<file path="src/rtl/basemul_sequencer_pkg.sv">
`default_nettype none
// ============================================================================
//  Module  : basemul_sequencer_pkg
//  Brief   : Kyber constants, FSM encoding and step indexing for the
//            degree-2 base-multiplication sequencer.
//  Revision: 1.0  initial release
// ============================================================================
package basemul_sequencer_pkg;

    localparam int KYBER_Q    = 3329;
    localparam int KYBER_QINV = -3327;

    localparam int              c_step_w    = 3;
    localparam logic [2:0]      c_step_last = 3'd4;

    typedef enum logic [2:0] {
        ST_IDLE    = 3'd0,
        ST_ISSUE   = 3'd1,
        ST_WAIT    = 3'd2,
        ST_CAPTURE = 3'd3,
        ST_DONE    = 3'd4
    } state_t;

endpackage
`default_nettype wire

</file>
<file path="src/rtl/basemul_sequencer_if.sv">
`default_nettype none
// ============================================================================
//  Module  : basemul_sequencer_if
//  Brief   : Operand input, result output and montgomery_reduce side-channel
//            of the base-multiplication sequencer. slave = the sequencer.
//  Revision: 1.0  initial release
// ============================================================================
interface basemul_sequencer_if;

    logic               in_valid;
    logic               in_ready;
    logic signed [15:0] a0;
    logic signed [15:0] a1;
    logic signed [15:0] b0;
    logic signed [15:0] b1;
    logic signed [15:0] zeta;

    logic signed [31:0] red_a;
    logic               red_set;
    logic signed [15:0] red_t;

    logic               out_valid;
    logic               out_ready;
    logic signed [15:0] r0;
    logic signed [15:0] r1;

    modport slave (
        input  in_valid, a0, a1, b0, b1, zeta, red_t, out_ready,
        output in_ready, red_a, red_set, out_valid, r0, r1
    );

    modport master (
        output in_valid, a0, a1, b0, b1, zeta, red_t, out_ready,
        input  in_ready, red_a, red_set, out_valid, r0, r1
    );

endinterface
`default_nettype wire

</file>
<file path="src/rtl/basemul_sequencer.sv">
`default_nettype none
// ============================================================================
//  Module  : basemul_sequencer
//  Brief   : Sequences the five products of a Kyber base multiplication
//            through an external montgomery_reduce and accumulates r0/r1.
//  Revision: 1.0  initial release
// ============================================================================
module basemul_sequencer
    import basemul_sequencer_pkg::*;
#(
    parameter int RED_LAT = 1
) (
    input  logic              clk,
    input  logic              reset,
    basemul_sequencer_if.slave bus
);

    // WAIT covers the reduce latency beyond the single CAPTURE cycle.
    localparam int                 c_cnt_w     = (RED_LAT > 1) ? $clog2(RED_LAT) : 1;
    localparam logic [c_cnt_w-1:0] c_wait_load = c_cnt_w'(RED_LAT - 1);
    localparam logic [c_cnt_w-1:0] c_cnt_one   = c_cnt_w'(1);

    state_t                r_state;
    state_t                w_state_nxt;
    logic [c_step_w-1:0]   r_step;
    logic [c_step_w-1:0]   w_step_nxt;
    logic [c_cnt_w-1:0]    r_cnt;
    logic [c_cnt_w-1:0]    w_cnt_nxt;

    logic signed [15:0]    r_a0;
    logic signed [15:0]    r_a1;
    logic signed [15:0]    r_b0;
    logic signed [15:0]    r_b1;
    logic signed [15:0]    r_zeta;
    logic signed [15:0]    r_t0;
    logic signed [15:0]    r_r0;
    logic signed [15:0]    r_r1;

    logic signed [15:0]    w_mul_x;
    logic signed [15:0]    w_mul_y;
    logic signed [31:0]    w_prod;
    logic                  w_accept;
    logic                  w_capture;

    always_ff @(posedge clk or negedge reset) begin
        if (!reset) begin
            r_state <= ST_IDLE;
            r_step  <= '0;
            r_cnt   <= '0;
        end else begin
            r_state <= w_state_nxt;
            r_step  <= w_step_nxt;
            r_cnt   <= w_cnt_nxt;
        end
    end

    always_comb begin
        w_state_nxt   = r_state;
        w_step_nxt    = r_step;
        w_cnt_nxt     = r_cnt;
        w_accept      = 1'b0;
        w_capture     = 1'b0;
        bus.in_ready  = 1'b0;
        bus.red_set   = 1'b0;
        bus.out_valid = 1'b0;
        case (r_state)
            ST_IDLE: begin
                bus.in_ready = 1'b1;
                if (bus.in_valid) begin
                    w_accept    = 1'b1;
                    w_step_nxt  = '0;
                    w_state_nxt = ST_ISSUE;
                end
            end
            ST_ISSUE: begin
                bus.red_set = 1'b1;
                w_cnt_nxt   = c_wait_load;
                w_state_nxt = (RED_LAT > 1) ? ST_WAIT : ST_CAPTURE;
            end
            ST_WAIT: begin
                w_cnt_nxt = r_cnt - c_cnt_one;
                if (r_cnt == c_cnt_one) begin
                    w_state_nxt = ST_CAPTURE;
                end
            end
            ST_CAPTURE: begin
                w_capture = 1'b1;
                if (r_step == c_step_last) begin
                    w_state_nxt = ST_DONE;
                end else begin
                    w_step_nxt  = r_step + 3'd1;
                    w_state_nxt = ST_ISSUE;
                end
            end
            ST_DONE: begin
                bus.out_valid = 1'b1;
                if (bus.out_ready) begin
                    w_state_nxt = ST_IDLE;
                end
            end
            default: w_state_nxt = ST_IDLE;
        endcase
    end

    // Single shared multiplier; operand pair chosen by step.
    always_comb begin
        w_mul_x = r_a1;
        w_mul_y = r_b1;
        case (r_step)
            3'd0:    begin w_mul_x = r_a1; w_mul_y = r_b1;   end
            3'd1:    begin w_mul_x = r_t0; w_mul_y = r_zeta; end
            3'd2:    begin w_mul_x = r_a0; w_mul_y = r_b0;   end
            3'd3:    begin w_mul_x = r_a0; w_mul_y = r_b1;   end
            3'd4:    begin w_mul_x = r_a1; w_mul_y = r_b0;   end
            default: begin w_mul_x = r_a1; w_mul_y = r_b1;   end
        endcase
    end

    assign w_prod    = $signed({{16{w_mul_x[15]}}, w_mul_x}) * $signed({{16{w_mul_y[15]}}, w_mul_y});
    assign bus.red_a = (r_state == ST_ISSUE) ? w_prod : 32'sd0;
    assign bus.r0    = r_r0;
    assign bus.r1    = r_r1;

    always_ff @(posedge clk or negedge reset) begin
        if (!reset) begin
            r_a0   <= '0;
            r_a1   <= '0;
            r_b0   <= '0;
            r_b1   <= '0;
            r_zeta <= '0;
            r_t0   <= '0;
            r_r0   <= '0;
            r_r1   <= '0;
        end else begin
            if (w_accept) begin
                r_a0   <= bus.a0;
                r_a1   <= bus.a1;
                r_b0   <= bus.b0;
                r_b1   <= bus.b1;
                r_zeta <= bus.zeta;
            end
            if (w_capture) begin
                case (r_step)
                    3'd0:    r_t0 <= bus.red_t;
                    3'd1:    r_r0 <= bus.red_t;
                    3'd2:    r_r0 <= r_r0 + bus.red_t;
                    3'd3:    r_r1 <= bus.red_t;
                    3'd4:    r_r1 <= r_r1 + bus.red_t;
                    default: r_t0 <= r_t0;
                endcase
            end
        end
    end

endmodule
`default_nettype wire

</file>
<file path="src/flat_wrapper.sv">
// flat-port wrapper written by rule: the top's interface ports become plain ports
module basemul_sequencer_flat import basemul_sequencer_pkg::*;
#(
    parameter int RED_LAT = 1
)
  (clk, reset, bus_in_valid, bus_a0, bus_a1, bus_b0, bus_b1, bus_zeta, bus_red_t, bus_out_ready, bus_in_ready, bus_red_a, bus_red_set, bus_out_valid, bus_r0, bus_r1);
  basemul_sequencer_if bus_i ();
  input  logic clk;
  input  logic reset;
  input wire logic [$bits(bus_i.in_valid)-1:0] bus_in_valid;
  input wire logic [$bits(bus_i.a0)-1:0] bus_a0;
  input wire logic [$bits(bus_i.a1)-1:0] bus_a1;
  input wire logic [$bits(bus_i.b0)-1:0] bus_b0;
  input wire logic [$bits(bus_i.b1)-1:0] bus_b1;
  input wire logic [$bits(bus_i.zeta)-1:0] bus_zeta;
  input wire logic [$bits(bus_i.red_t)-1:0] bus_red_t;
  input wire logic [$bits(bus_i.out_ready)-1:0] bus_out_ready;
  output wire logic [$bits(bus_i.in_ready)-1:0] bus_in_ready;
  output wire logic [$bits(bus_i.red_a)-1:0] bus_red_a;
  output wire logic [$bits(bus_i.red_set)-1:0] bus_red_set;
  output wire logic [$bits(bus_i.out_valid)-1:0] bus_out_valid;
  output wire logic [$bits(bus_i.r0)-1:0] bus_r0;
  output wire logic [$bits(bus_i.r1)-1:0] bus_r1;
  assign bus_i.in_valid = bus_in_valid;
  assign bus_i.a0 = bus_a0;
  assign bus_i.a1 = bus_a1;
  assign bus_i.b0 = bus_b0;
  assign bus_i.b1 = bus_b1;
  assign bus_i.zeta = bus_zeta;
  assign bus_i.red_t = bus_red_t;
  assign bus_i.out_ready = bus_out_ready;
  assign bus_in_ready = bus_i.in_ready;
  assign bus_red_a = bus_i.red_a;
  assign bus_red_set = bus_i.red_set;
  assign bus_out_valid = bus_i.out_valid;
  assign bus_r0 = bus_i.r0;
  assign bus_r1 = bus_i.r1;
  basemul_sequencer #(.RED_LAT(RED_LAT)) u_core (.clk(clk), .reset(reset), .bus(bus_i));
endmodule
</file>
<file path="config.mk">
export PLATFORM = sky130hd
export DESIGN_NAME = basemul_sequencer_flat
export DESIGN_NICKNAME = d
export VERILOG_FILES = /design/src/rtl/basemul_sequencer_pkg.sv /design/src/rtl/basemul_sequencer_if.sv /design/src/rtl/basemul_sequencer.sv /design/src/flat_wrapper.sv
export SDC_FILE = /design/constraint.sdc
export NUM_CORES = 1
export LEC_CHECK = 0
export BUFFER_PORTS_ARGS = -buffer_cell sky130_fd_sc_hd__buf_2
export CAP_MARGIN = 20
export CORE_MARGIN = 4
export CORE_UTILIZATION = 50
export DETAILED_ROUTE_END_ITERATION = 16
export HOLD_SLACK_MARGIN = 0.02
export PLACE_DENSITY = 0.75
export REMOVE_ABC_BUFFERS = 1
export SLEW_MARGIN = 0
export SYNTH_ARGS = -nofsm -noshare
export SYNTH_HDL_FRONTEND = slang
export SYNTH_SLANG_ARGS = --single-unit
</file>
<file path="constraint.sdc">
create_clock -name clk -period 10 [get_ports clk]
set_input_delay 1.5 -clock clk [delete_from_list [all_inputs] [get_ports clk]]
set_output_delay 1.5 -clock clk [all_outputs]
set_load 0.02 [all_outputs]
</file>
Word level (Yosys, flattened, before mapping) --
Cells that the tools add are included. Widths: inputs -> output; s select.
Word-level totals: word-level logic and storage cells 61, register bits after elaboration 135, input bits 100, output and inout port bits 67
Operators by class: mux-type cells 20, multipliers 1, reductions and logical operators 13, $add $sub $neg 4, equal/unequal tests 12
Operators with widths (count):
- $pmux 16 s2 | 4
- $add 16x16->16 | 2
- $mul 16x16->32 | 1
- $mux 32 | 1
- $mux 3 | 6
- $pmux 3 s5 | 1
- $eq 3x2->1 const B | 4
- $reduce_bool 2->1 | 4
- $eq 3x1->1 const B | 2
- $eq 3x3->1 const B | 2
- $logic_not 3->1 | 2
- $mux 1 | 6
- $ne 2x2->1 const B | 3
- $pmux 3 s2 | 1
- $reduce_and 2->1 | 3
- $reduce_and 3->1 | 2
- $reduce_or 2->1 | 2
- $add 3x1->3 const B | 1
- $ne 2x1->1 const B | 1
- $pmux 1 s2 | 1
- $sub 1x1->1 const B | 1

Logic depth before layout (Yosys ltp) --
depth after elaboration 5, depth in mapped cells 31, gate-level depth less buffers 29

Worst setup path before layout --
Ideal clock, no wire load.
path type register -> output, start point register u_core.r_step[0], end point output bus_red_a[30], arrival 7.378 ns, stages on the path, launching flop included 28, required time 8.500 ns, setup slack 1.122 ns, buffers on the path 3, cells stage by stage dfrtp_1 inv_1 ha_1 nor2b_1 buf_2 or2_1 buf_2 buf_2 a221o_1 nand2_1 inv_1 fa_1 fa_1 fa_1 fa_1 fa_1 inv_1 fa_1 inv_1 ha_1 a21o_1 a21o_1 a2111oi_2 o21ai_0 a31oi_2 nor3b_2 o22ai_1 mux2i_1
Between the ends: word-level cells in the longest chain between the ends 5, elaborated cells on any way between the ends 10, those cells by class mul: 1; eq/ne: 4; mux: 3; reduce/logical: 2
Ends and longest elaborated chain:
- from (decl) | line basemul_sequencer.sv:25 | logic [c_step_w-1:0] r_step;
- from (signal assigned) | line basemul_sequencer.sv:52 | r_step <= w_step_nxt;
- $eq 3x2->1 or $eq 3x3->1 (tied branches) | line basemul_sequencer.sv:109 | case (r_step)
- $reduce_or 2->1 (no line)
- $pmux 16 s2 | line basemul_sequencer.sv:109
- $mul 16x16->32 (*) | line basemul_sequencer.sv:119 | assign w_prod = $signed({{16{w_mul_x[15]}}, w_mul_x}) * $signed({{16{w_mul_y[15]}}, w_mul_y});
- $mux 32 (*) | line basemul_sequencer.sv:120 | assign bus.red_a = (r_state == ST_ISSUE) ? w_prod : 32'sd0;
- to (decl) | line flat_wrapper.sv:19 | output wire logic [$bits(bus_i.red_a)-1:0] bus_red_a;
Mark *: on every way between the ends. The rest lies on a longest branch, timed or not.

Final worst setup path --
Ends and elaborated chain as after synthesis.

==> results.tsv <==
metric	value	unit
status	completed	
R2R setup slack	7.16	ns
Seq/Total Area, Yosys	19.3	%
Worst-path clk slew	0.06	ns
post-synth top area cell	fa_1	
vias in the first global route	15100	
CP Buf/Inv Count	7	
top cell type's share of synthesized area	30.2	%
TritonCTS clock tree	done	
DRT iter0 DRCs	808	
CP required	8.50	ns
crit path to	bus_red_a[30]	
f_max	104	MHz
#FFs+latches synth	135	
core footprint	34500	sq um
Placer Congestion	1.01	
number of core rows	68	
DP Wirelength	38100	um
Final #Nets	2492	
final worst path period need	9.61	ns
Hold Violations, Final	0	
clk_skew	0.00894	ns
Post-synth EDFFs	0	
H-tree depth	4	
GRT Overall Usage	25.6	%
vias	13900	
Hold-fix buffers, CTS	0	
post-placement cell area	18900	sq um
Critical-path top delay cell	fa_2	
most common cell in the synthesized netlist	inv_1	
antenna-violating nets left	0	
die height	195	um
hold slack	0.503	ns
Netlist Area Pre-Place	17500	sq um
initial antenna violation count	2	
total gr overflow	0	
CP Depth	27	
max incr delay on CP	0.66	ns
# diodes	0	
Clock Path Buffers	2	
Ports	167	
pre-CTS WS	0.345	ns
full die area	38000	sq um
share of cells above drive strength 1	20.1	%
MaxCap Viol Count	0	
final setup violation count	0	
area grow syn2layout	12.9	%
Max-slew headroom	45.8	%
Worst Reg2Reg Path Length in Cells	11	
Synth async-reset ratio	100	%
Critical R2R Launch	u_core.bus.r1[0]	
Port Buf Inserts	166	
largest family of logic cells by synthesized area	adder cells	
measured slew at the worst slew-check pin	0.813	ns
largest net degree at the start of global routing	83	
WL per Instance	19.0	um
Via density	5.61	
WP data arrival	8.11	ns
Setup crit start	u_core.r_step[0]	
Non-Filler Instances	2479	
Post-Synth Adder-Cell Area	38.6	%
yosys warns	0	
Root Driver	clkbuf_16	
critical path class	flop to output pin	
Mean Syn Cell Area	9.47	sq um
post-synthesis mux area share	6.70	%
synth cell count leaders	inv_1 (309), fa_1 (264), nor2_1 (210)	
CTS Buf Count	17	
dpl cells	2438	
Die X	195	um
Final Cell Area	19700	sq um
worst setup slack after layout	0.388	ns
CP Capture Type	output pin	
WL final	47200	um
Top cell by count, worst path	fa_1	
drc violations	0	
family with the most delay on the worst path	adder cells	
simple logic cell fraction of the synthesized area	13.9	%
Mapped Cells	1846	
Worst R2R End	u_core.bus.r1[14]	
XOR/XNOR Fraction of Synth Area	1.95	%
Synth Flop Type	dfrtp_1	
Unique masters post-synth	72	
top post-synthesis cells by area	fa_1 (30%), dfrtp_1 (19%), ha_1 (8.4%)	
Max FO, Critical Path	12	
detailed-router iteration count before antenna repair	5	
initial core utilization	50.6	%
clk_lat worst skew	0.44	ns
startpoint types	flop	
first-pass GRT wire length	78000	um
worst min-delay path class	flop to flop	
# clock sinks	135	
Synth Area in Compound Gates	11.0	%
final worst path period share	96.1	%
max-slew violation count	0	
## area by class of cell
class | count | area [sq um]
Clock buffer | 17 | 425
Clock inverter | 15 | 163
Fill cell | 3016 | 14800
Inverter | 309 | 1160
Multi-Input combinational cell | 1333 | 12800
Sequential cell | 135 | 3380
Tap cell | 455 | 569
Timing Repair Buffer | 215 | 1270
## per-layer routing
metal  vias up  wire length (um)  GRT usage [%]
met5         -                26              0
met2       495             23400           44.0
met3        92              3900           6.38
li1       6326                 -              -
met4         4              1280           7.06
met1      6987             18600           32.4
## layout by cell type, fill, tap and decap left out, drive strengths merged, types with 4 or more instances in the layout
master / instances
inv: 317
fa: 264
buf: 215
nor2: 211
nand2: 173
dfrtp: 135
ha: 117
mux2: 96
a21oi: 64
o21ai: 54
and2: 28
xnor2: 27
nor3: 25
a221oi: 25
nand3: 23
a221o: 23
clkbuf: 17
a21o: 17
nand2b: 16
or2: 16
o21a: 15
a211oi: 12
xor2: 12
a31oi: 10
nor2b: 10
and3: 9
mux2i: 9
nor3b: 9
a22o: 8
nand4: 7
o21bai: 5
o31ai: 4
or3: 4
clkinv: 4
## flip-flops by register name, indices dropped and copies added (netlist names), 16 cells and up
| name | flops |
|---|---|
| u_core.r_a1 | 16 |
| u_core.r_zeta | 16 |
| u_core.r_t0 | 16 |
| u_core.r_b1 | 16 |
| u_core.bus.r0 | 16 |
| u_core.r_a0 | 16 |
| u_core.r_b0 | 16 |
| u_core.bus.r1 | 16 |
## worst min-delay path by stage
stage | endpoint | start | cells after the start | slack, ns
after CTS | u_core.r_t0[13] | u_core.r_t0[13] | 1 | 0.51
after detailed placement | u_core.r_t0[15] | u_core.r_t0[15] | 1 | 0.49
after global routing | u_core.r_t0[11] | u_core.r_t0[11] | 1 | 0.52
after global placement | u_core.r_t0[2] | u_core.r_t0[2] | 1 | 0.48
after floorplan | u_core.r_t0[10] | u_core.r_t0[10] | 1 | 0.47
final | u_core.r_t0[13] | u_core.r_t0[13] | 1 | 0.50
## kinds of logic after synthesis
| family | count (synthesis) |
|---|---|
| and+or+nand+nor | 544 |
| adders and majority gates | 381 |
| buffers and inverters | 378 |
| AOI/OAI and AO/OA | 264 |
| DFF | 135 |
| muxes | 105 |
| xor gates and xnor gates | 39 |
## worst register-to-register path, delay by kind of cell, from the launching register on
family	cells	cell delay [ns]
DFF	1	0.40
AOI/OAI and AO/OA	5	1.46
muxes	1	0.22
adders and majority gates	2	0.41
and+or+nand+nor	2	0.15
buffers and inverters	1	0.07
## what timing repair did
item                       4_1_cts  5_1_grt
pin swaps                        0        3
resized for setup                2       28
gates cloned                     0        0
setup buffers                    0        7
setup endpoints to repair        6       13
## stage by stage
step | TNS, ns | utilization (%)
after floorplan | -1.95 | -
after global placement | 0 | 54.7
after detailed placement | 0 | 54.7
after CTS | 0 | 56.4
after global routing | -0.0828 | 57.1
final | 0 | 57.1
Power is left out: the tool's default activity adds up to more than one toggle a clock period on the data nets, which glitch-free logic cannot reach.
